[src/rtl/riscv_pkg.sv]
`default_nettype none
// ============================================================================
// Module : riscv_pkg
// Brief  : Shared writeback-select and load funct3 encodings for the RV64 core.
// Rev    : 1.0
// ============================================================================
package riscv_pkg;

  localparam logic [1:0] WB_SEL_ALU  = 2'd0;
  localparam logic [1:0] WB_SEL_LOAD = 2'd1;
  localparam logic [1:0] WB_SEL_PC4  = 2'd2;
  localparam logic [1:0] WB_SEL_IMM  = 2'd3;

  localparam logic [2:0] F3_LB  = 3'b000;
  localparam logic [2:0] F3_LH  = 3'b001;
  localparam logic [2:0] F3_LW  = 3'b010;
  localparam logic [2:0] F3_LD  = 3'b011;
  localparam logic [2:0] F3_LBU = 3'b100;
  localparam logic [2:0] F3_LHU = 3'b101;
  localparam logic [2:0] F3_LWU = 3'b110;

endpackage
`default_nettype wire

[src/rtl/load_extender.sv]
`default_nettype none
// ============================================================================
// Module : load_extender
// Brief  : Selects the addressed lane of a loaded doubleword and extends it.
// Rev    : 1.0
// ============================================================================
module load_extender
  import riscv_pkg::*;
#(
  parameter int WORDSIZE = 64
) (
  input  logic [WORDSIZE-1:0] i_data,
  input  logic [2:0]          i_addr_lo,
  input  logic [2:0]          i_funct3,
  output logic [WORDSIZE-1:0] o_result
);

  logic [WORDSIZE-1:0] w_b_sh;
  logic [WORDSIZE-1:0] w_h_sh;
  logic [WORDSIZE-1:0] w_w_sh;

  // Lane selection drops the misaligned low bits for halfword and word loads.
  assign w_b_sh = i_data >> {i_addr_lo, 3'b000};
  assign w_h_sh = i_data >> {i_addr_lo[2:1], 4'b0000};
  assign w_w_sh = i_data >> {i_addr_lo[2], 5'b00000};

  always_comb begin
    o_result = i_data;
    case (i_funct3)
      F3_LB:   o_result = {{(WORDSIZE-8){w_b_sh[7]}}, w_b_sh[7:0]};
      F3_LH:   o_result = {{(WORDSIZE-16){w_h_sh[15]}}, w_h_sh[15:0]};
      F3_LW:   o_result = {{(WORDSIZE-32){w_w_sh[31]}}, w_w_sh[31:0]};
      F3_LBU:  o_result = {{(WORDSIZE-8){1'b0}}, w_b_sh[7:0]};
      F3_LHU:  o_result = {{(WORDSIZE-16){1'b0}}, w_h_sh[15:0]};
      F3_LWU:  o_result = {{(WORDSIZE-32){1'b0}}, w_w_sh[31:0]};
      default: o_result = i_data;
    endcase
  end

endmodule
`default_nettype wire

[src/rtl/writeback_stage.sv]
`default_nettype none
// ============================================================================
// Module : writeback_stage
// Brief  : MEM/WB pipeline register, result formatting, register-file write
//          port, forwarding port and retired-instruction counter.
// Rev    : 1.0
// ============================================================================
module writeback_stage
  import riscv_pkg::*;
#(
  parameter int WORDSIZE = 64
) (
  input  logic                clk,
  input  logic                rst_n,
  input  logic                in_valid,
  output logic                in_ready,
  input  logic                in_reg_write,
  input  logic [4:0]          in_rd,
  input  logic [1:0]          in_wb_sel,
  input  logic [2:0]          in_funct3,
  input  logic [2:0]          in_addr_lo,
  input  logic [WORDSIZE-1:0] in_alu_result,
  input  logic [WORDSIZE-1:0] in_load_data,
  input  logic [WORDSIZE-1:0] in_pc,
  input  logic [WORDSIZE-1:0] in_imm,
  input  logic                hold,
  input  logic                flush,
  output logic                write_en,
  output logic [4:0]          write_addr,
  output logic [WORDSIZE-1:0] write_data,
  output logic                fwd_valid,
  output logic [4:0]          fwd_addr,
  output logic [WORDSIZE-1:0] fwd_data,
  output logic [63:0]         instret
);

  logic                r_valid;
  logic                r_reg_write;
  logic [4:0]          r_rd;
  logic [1:0]          r_wb_sel;
  logic [2:0]          r_funct3;
  logic [2:0]          r_addr_lo;
  logic [WORDSIZE-1:0] r_alu;
  logic [WORDSIZE-1:0] r_load;
  logic [WORDSIZE-1:0] r_pc;
  logic [WORDSIZE-1:0] r_imm;
  logic [63:0]         r_instret;

  logic                w_accept;
  logic                w_retire;
  logic [WORDSIZE-1:0] w_load_res;
  logic [WORDSIZE-1:0] w_result;

  assign in_ready = !(hold && r_valid);
  assign w_accept = in_valid && in_ready && !flush;
  assign w_retire = r_valid && !hold && !flush;

  always_ff @(posedge clk or negedge rst_n) begin
    if (!rst_n) begin
      r_valid     <= 1'b0;
      r_reg_write <= 1'b0;
      r_rd        <= '0;
      r_wb_sel    <= '0;
      r_funct3    <= '0;
      r_addr_lo   <= '0;
      r_alu       <= '0;
      r_load      <= '0;
      r_pc        <= '0;
      r_imm       <= '0;
      r_instret   <= '0;
    end else begin
      // flush outranks both accept and hold
      if (flush) begin
        r_valid <= 1'b0;
      end else if (w_accept) begin
        r_valid     <= 1'b1;
        r_reg_write <= in_reg_write;
        r_rd        <= in_rd;
        r_wb_sel    <= in_wb_sel;
        r_funct3    <= in_funct3;
        r_addr_lo   <= in_addr_lo;
        r_alu       <= in_alu_result;
        r_load      <= in_load_data;
        r_pc        <= in_pc;
        r_imm       <= in_imm;
      end else if (!(hold && r_valid)) begin
        r_valid <= 1'b0;
      end
      if (w_retire) begin
        r_instret <= r_instret + 64'd1;
      end
    end
  end

  load_extender #(.WORDSIZE(WORDSIZE)) u_load_extender (
    .i_data    (r_load),
    .i_addr_lo (r_addr_lo),
    .i_funct3  (r_funct3),
    .o_result  (w_load_res)
  );

  always_comb begin
    w_result = r_alu;
    case (r_wb_sel)
      WB_SEL_ALU:  w_result = r_alu;
      WB_SEL_LOAD: w_result = w_load_res;
      WB_SEL_PC4:  w_result = r_pc + WORDSIZE'(4);
      WB_SEL_IMM:  w_result = r_imm;
      default:     w_result = r_alu;
    endcase
  end

  assign write_en   = w_retire && r_reg_write && (r_rd != 5'd0);
  assign write_addr = r_rd;
  assign write_data = w_result;
  assign fwd_valid  = write_en;
  assign fwd_addr   = write_addr;
  assign fwd_data   = write_data;
  assign instret    = r_instret;

endmodule
`default_nettype wire

[config.mk]
export PLATFORM = sky130hd
export DESIGN_NAME = writeback_stage
export DESIGN_NICKNAME = d
export VERILOG_FILES = /design/src/rtl/riscv_pkg.sv /design/src/rtl/load_extender.sv /design/src/rtl/writeback_stage.sv
export SDC_FILE = /design/constraint.sdc
export NUM_CORES = 1
export LEC_CHECK = 0
export ABC_AREA = 1
export CORE_ASPECT_RATIO = 0.8
export CORE_UTILIZATION = 55
export CTS_CLUSTER_SIZE = 28
export DETAILED_ROUTE_END_ITERATION = 8
export PLACE_DENSITY = 0.87
export RECOVER_POWER = 100
export SYNTH_ARGS = -nofsm -noshare
export SYNTH_HDL_FRONTEND = slang
export SYNTH_SLANG_ARGS = --single-unit
[constraint.sdc]
create_clock -name clk -period 5.74 [get_ports clk]
set_clock_uncertainty 0.2 [all_clocks]
set_input_delay 0.861 -clock clk [delete_from_list [all_inputs] [get_ports clk]]
set_output_delay 0.861 -clock clk [all_outputs]
set_load 0.03 [all_outputs]
### Word level (Yosys, flattened, before mapping)

Cells that the tools add are included.

| cells by class | value |
|---|---|
| mux-type cells | 5 |
| equality and inequality tests | 9 |
| $mul | 0 |
| add/sub/neg operators | 2 |
| shifts and indexed selects | 3 |
| bitwise operators | 1 |
| magnitude comparators | 0 |
| div/mod/pow operators | 0 |
| reduce and logical (&&, ||, !) cells | 14 |

Operator list:

| kind | count |
|---|---|
| case mux 64 bit (6 select lines) | 1 |
| case mux 64 bit (4 select lines) | 1 |
| adder 64 x 1 -> 64 bit, second input constant | 1 |
| adder 64 x 3 -> 64 bit, second input constant | 1 |
| >> shifter 64 x 6 -> 16 bit | 1 |
| >> shifter 64 x 6 -> 32 bit | 1 |
| >> shifter 64 x 6 -> 8 bit | 1 |
| == test 3 bit, second input constant | 3 |
| logical AND 1 bit | 7 |
| nonzero test 5 bit | 1 |
| == test 2 bit, second input constant | 2 |
| == test 3 x 1 -> 1 bit, second input constant | 1 |
| == test 3 x 2 -> 1 bit, second input constant | 1 |
| logical NOT 1 bit | 3 |
| logical NOT 3 bit | 1 |
| two-way mux 1 bit | 3 |
| != test 3 bit, second input constant | 1 |
| == test 2 x 1 -> 1 bit, second input constant | 1 |
| logical NOT 2 bit | 1 |
| AND reduction 2 bit | 1 |
| inverter 1 bit | 1 |

| storage, ports and cells | value |
|---|---|
| memories | 0 |
| bits of input ports | 275 |
| word-level logic and storage cells | 45 |
| ROM bits | 0 |
| bits in latches | 0 |
| output and inout port bits | 205 |
| RAM bits | 0 |
| bits in registers | 335 |

### Depth between registers and ports, before layout

| logic depth | value |
|---|---|
| word-level depth | 6 |
| mapped depth | 12 |
| mapped depth without buffers | 12 |

### Modules after synthesis

A second synthesis with hierarchy kept.

| unflattened totals | value |
|---|---|
| cell total of the unflattened synthesis | 2,457 |
| area, all modules | 20,399.6 µm² |

Modules (own cells, without submodules):

| module | cells each | area an instance (µm²) | times used | seq. area each (µm²) |
|---|---|---|---|---|
| writeback_stage | 2,001 | 18,026.0 | 1 | 8,383.0 |
| load_extender | 456 | 2,373.5 | 1 | 0.0 |

### Worst setup path before layout

Ideal clock, no wire load.

| timing | value |
|---|---|
| path kind | input -> output |
| from | input port flush |
| to | output port write_en |
| data required time | 4,679 ps |
| data arrival time | 2,318 ps |
| buffers on the path | 2 |
| stages on the path | 7 |
| slack | 2,361 ps |
| cells stage by stage | inv_1 > nand2_1 > nor2_4 > clkbuf_1 > nand2_1 > a21oi_1 > buf_4 |

| on the way | value |
|---|---|
| word-level cells in the longest chain between the ends | 4 |

Ends and longest elaborated chain:

| what | RTL line | source |
|---|---|---|
| from (decl) | writeback_stage.sv:27 | `input logic flush,` |
| logical NOT 1 bit | writeback_stage.sv:56 | `assign w_retire = r_valid && !hold && !flush;` |
| logical AND 1 bit | writeback_stage.sv:56 |  |
| logical AND 1 bit (2 in a row) | writeback_stage.sv:113 | `assign write_en = w_retire && r_reg_write && (r_rd != 5'd0);` |
| to (decl) | writeback_stage.sv:28 | `output logic write_en,` |

Every way passes these cells.

### Final worst setup path

| timing | value |
|---|---|
| from | register r_wb_sel[1] |
| to | output port write_data[63] |

| on the way | value |
|---|---|
| word-level cells in the longest chain between the ends | 2 |
| elaborated cells on any way between the ends | 5 |
| those cells by class | eq/ne: 3; mux: 1; reduce/logical: 1 |

Ends and longest elaborated chain:

| what | RTL line | source |
|---|---|---|
| from (decl) | writeback_stage.sv:40 | `logic [1:0] r_wb_sel;` |
| from (signal assigned) | writeback_stage.sv:79 | `r_wb_sel <= in_wb_sel;` |
| == test 2 bit, or another cell as far along | writeback_stage.sv:104 | `case (r_wb_sel)` |
| case mux 64 bit (4 select lines) * | writeback_stage.sv:104 |  |
| to (decl) | writeback_stage.sv:30 | `output logic [WORDSIZE-1:0] write_data,` |

Mark *: on every way between the ends. The rest lies on a longest branch, timed or not.

==> results.md <==
- The run finished, with violations left.
- The final reports fail on capacitance limit, slew limit.
- The worst pin sits at a relative slew slack of -168%.
- The worst path in the final design needs a cycle of 5.45 ns, including I/O delays and setup.
- The final critical path takes up between 90% and 100% of the cycle.
- The worst setup path is launched from a flip-flop.
- The switching component of the power is around 3700 uW.
- The number of cells on the worst reg-to-reg path is 6.
- The cell at the root of the clock tree is sky130_fd_sc_hd__clkbuf_16.
- The internal power of the cells is roughly 5500 uW.
- After clock tree synthesis, the clock-pin slew on the worst setup and hold paths is 0.07 ns.
- The floorplan step defined a core boundary enclosing ~36000 um^2.
- The placed instance area is ~25000 um^2.
- The net count after synthesis is 3011.
- The Yosys warning count is 0.
- Counting both buffers and inverters, the worst setup path holds a total of 2.
- The area of the die is ~38000 um^2.
- The later pin in the worst-skew pair is clocked with a latency of 0.55 ns.
- The initial antenna violation count came to 6.
- Traced cell by cell, the critical path runs through inv_1 > nand2_1 > a21oi_1 > nand2_1 > nand4_1 > clkdlybuf4s50_1.
- The fraction of synthesized cell area taken by the top area cell type is 40.8%.
- The worst setup path is captured at a primary output.
- The remaining antenna violation count is 0.
- Dividing the detail-routed via count by the number of cells gives slightly above 6.
- The number of design-rule violations left by the first detailed-router iteration is 3125.
- The cell with the most instances after synthesis is sky130_fd_sc_hd__nand2_1.
- The share of synthesized registers carrying an async set or reset is 100%.
- Setup repair after global routing left no endpoint under its margin.
- The average cell area after synthesis is 7.52 um^2.
- The number of placed I/O pins is 480.
- Of the total power, registers draw 33.5%.
- Synthesis handed over a netlist of 2734 instances.
- The critical path required time is between 4 and 5 ns.
- The pin slew with the least headroom to its limit is approximately 4 ns.
- The data arrival time of the worst path is 4.39 ns.
- After detailed routing, the total wire length is 91700 um.
- Detailed placement ended at an HPWL of about 70000 um.
- The number of clock sinks is 335.
- The critical path runs through a total of 6 cells.
- In the final routed layout, each cell accounts on average for roughly 25 um.
- Row generation in the floorplan step produced a little over 60 rows.
- The count of TritonRoute iterations in the first routing pass is 7.
- Synthesis instantiated 46 different standard cells from the library.
- The floorplan step set the die height to 175 um.
- The number of remaining DRC errors is 0.
- The total of hold buffers inserted after clock tree synthesis is 0.
- The overall die width is 218 um.
- Of all nets on the critical path, the largest fanout is 41.
- The effective utilization at floorplan is 56.5%.
- The final count of pins violating max slew is about 220.
- The library cell with the largest summed area after synthesis is sky130_fd_sc_hd__dfrtp_1.
- The slowest stage of the critical path is the sky130_fd_sc_hd__a21oi_1 cell.
- The worst-case IR drop observed on VDD is around 0.36 mV.
- In the global route stage, overall resource usage came out at 47.5%.
- Timing would allow up to around 180 MHz.
- The cell type group with the largest total delay on the critical path is simple AND/OR/NAND/NOR gates.
- The H-tree was split into 2 levels.
- After clock tree synthesis, the setup repair step added 0 buffers.
- The reported leakage power is 0.0121 uW.
- The finished cells cover 26400 um^2.
- The post-route setup TNS is 0 ns.
- The wire length of the first global-routing pass is 134000 um.
- The number of synthesized flops with an enable pin is 0.
- After synthesis the netlist holds a flip-flop and latch count of 335.
- The part of the Yosys area used for sequential elements is 40.8%.
- After clock tree synthesis, the repair step resized 0 gates.
- Net switching is about two fifths of the power.
- The detailed router placed 22300 vias in this run.
- The summed instance area of the synthesized netlist is about 20000 um^2.
- The class of the tightest hold or removal check is flip-flop to flip-flop.
- After global routing the overflow that remains totals 0.
- The dominant cell type by count on the critical path is sky130_fd_sc_hd__nand2_1.
- The final hold violation count is 0.
- TritonCTS built the clock tree.
- Setup violations remaining at the end of the flow were counted as 0.
- The congestion estimate from routability-driven global placement came to 1.10.
- The via count of the first global-routing pass is 21000.
- The worst stage delay on the critical path is around 1.1 ns.
- The fraction of layout cells with a size suffix above 1 is 9.51%.
- For this run, the share of the core covered by cells in the final layout is 72.6%.
- The clock passes through at most 3 buffers.
- The clock network accounts for 28.7% of the total power.
- The part of the total power dissipated in combinational logic is between 30 and 40%.
- Entering global routing, the biggest net connects 125 pins.
- The tool flagged a number of max-cap violations equal to 5.
- The areal power density over the cells is 350 nW/um^2.
- Relative to the synthesized area, the layout overhead comes to 28.4%.
- The depth of the worst hold-timing path is 1.
- The number of nets in the layout is 3382.
- The type of the worst setup path is flip-flop to primary output.
- The commonest cells after synthesis are sky130_fd_sc_hd__nand2_1 (700), sky130_fd_sc_hd__nor2_1 (373), sky130_fd_sc_hd__dfrtp_1 (335).
- Clock tree synthesis inserted a total of 36 buffers.
- In this run the tool buffered the top-level ports with 479 buffer cells.
- The commonest register cell after synthesis is sky130_fd_sc_hd__dfrtp_1.
- Yosys attributes the largest share of cell area to sky130_fd_sc_hd__dfrtp_1 (41%), sky130_fd_sc_hd__nand2_1 (13%), sky130_fd_sc_hd__mux2_2 (9.3%), sky130_fd_sc_hd__nor2_1 (6.8%), sky130_fd_sc_hd__a21oi_1 (4.6%).
cell usage in the layout (no fill, tap or decap), drive strengths merged, types with 3 or more instances in the layout:
master / instances
a21oi: 189
a22oi: 5
and2: 5
buf: 20
bufinv: 7
clkbuf: 58
clkdlybuf4s50: 279
clkinv: 6
dfrtp: 335
dlygate4sd3: 199
inv: 258
mux2: 169
nand2: 712
nand3: 175
nand3b: 10
nand4: 91
nor2: 405
nor3: 33
o211ai: 4
o21ai: 109
o221ai: 4
o22ai: 3
or2: 3
xnor2: 11
xor2: 29
final timing paths:
kind	slack, ns	from	endpoint
max	0.29	r_wb_sel[1]	write_data[63]
min	0.31	r_alu[19]	r_alu[19]
max reg2reg	0.93	r_valid	r_pc[53]
min reg2reg	0.31	r_alu[19]	r_alu[19]
max in group asynchronous	1.50	rst_n	r_pc[51]
min in group asynchronous	1.50	rst_n	r_alu[23]
worst register-to-register path, delay by kind of cell (launching register included):
kind	cells	cell delay [ns]
and+or+nand+nor	3	1.74
buffers and inverters	2	1.99
AOI/OAI and AO/OA	1	0.33
DFF	1	0.41
cell type report:
cell class | instances | area (um^2)
Sequential cell | 335 | 8380
Tap cell | 480 | 601
Inverter | 253 | 950
Multi-Input combinational cell | 1970 | 10100
Clock inverter | 19 | 292
Clock buffer | 47 | 1020
Timing Repair Buffer | 509 | 5050
Fill cell | 2670 | 9990
Antenna cell | 1 | 2.50
metal layers:
metal,vias up,routed length [um],global-route usage [%]
met5,-,81,0
met4,10,5600,24.4
met3,362,12000,12.8
met2,1750,38800,70.2
met1,10600,35200,64.0
li1,9563,-,-
power groups by stage:
stage / Clock [uW] / Sequential, uW / Combinational (uW)
after floorplan: 0 / 3020 / 2170
after global placement: 0 / 3070 / 3480
after detailed placement: 0 / 3100 / 3530
after CTS: 2630 / 3060 / 3560
after global routing: 2720 / 3110 / 3650
final: 2650 / 3090 / 3490
logic make-up after synthesis:
logic type | Yosys count | synth area share (%)
flops | 335 | 40.8
xor+xnor | 40 | 1.70
simple gates | 1436 | 30.3
compound gates | 323 | 8.22
buf+inv | 429 | 9.61
fa+ha+maj | 2 | 0.122
mux | 169 | 9.26
through the flow:
stage	total power, uW	std cells	setup WS [ns]	hold slack, ns
floorplan	5190	2734	2.36	0.280
finish	9230	3614	0.294	0.308
global placement	6550	3547	1.58	0.288
CTS	9260	3613	0.846	0.0868
global route	9480	3613	0.326	0.316
detailed placement	6620	3547	1.48	0.293
sequential cells by signal, indices dropped and copies added (netlist names):
name / cells
r_imm: 64
r_wb_sel: 2
instret: 64
r_pc: 64
r_alu: 64
r_funct3: 3
r_valid: 1
fwd_addr: 5
r_reg_write: 1
r_load: 64
r_addr_lo: 3
Note: power is estimated with default switching activity, not from simulation.
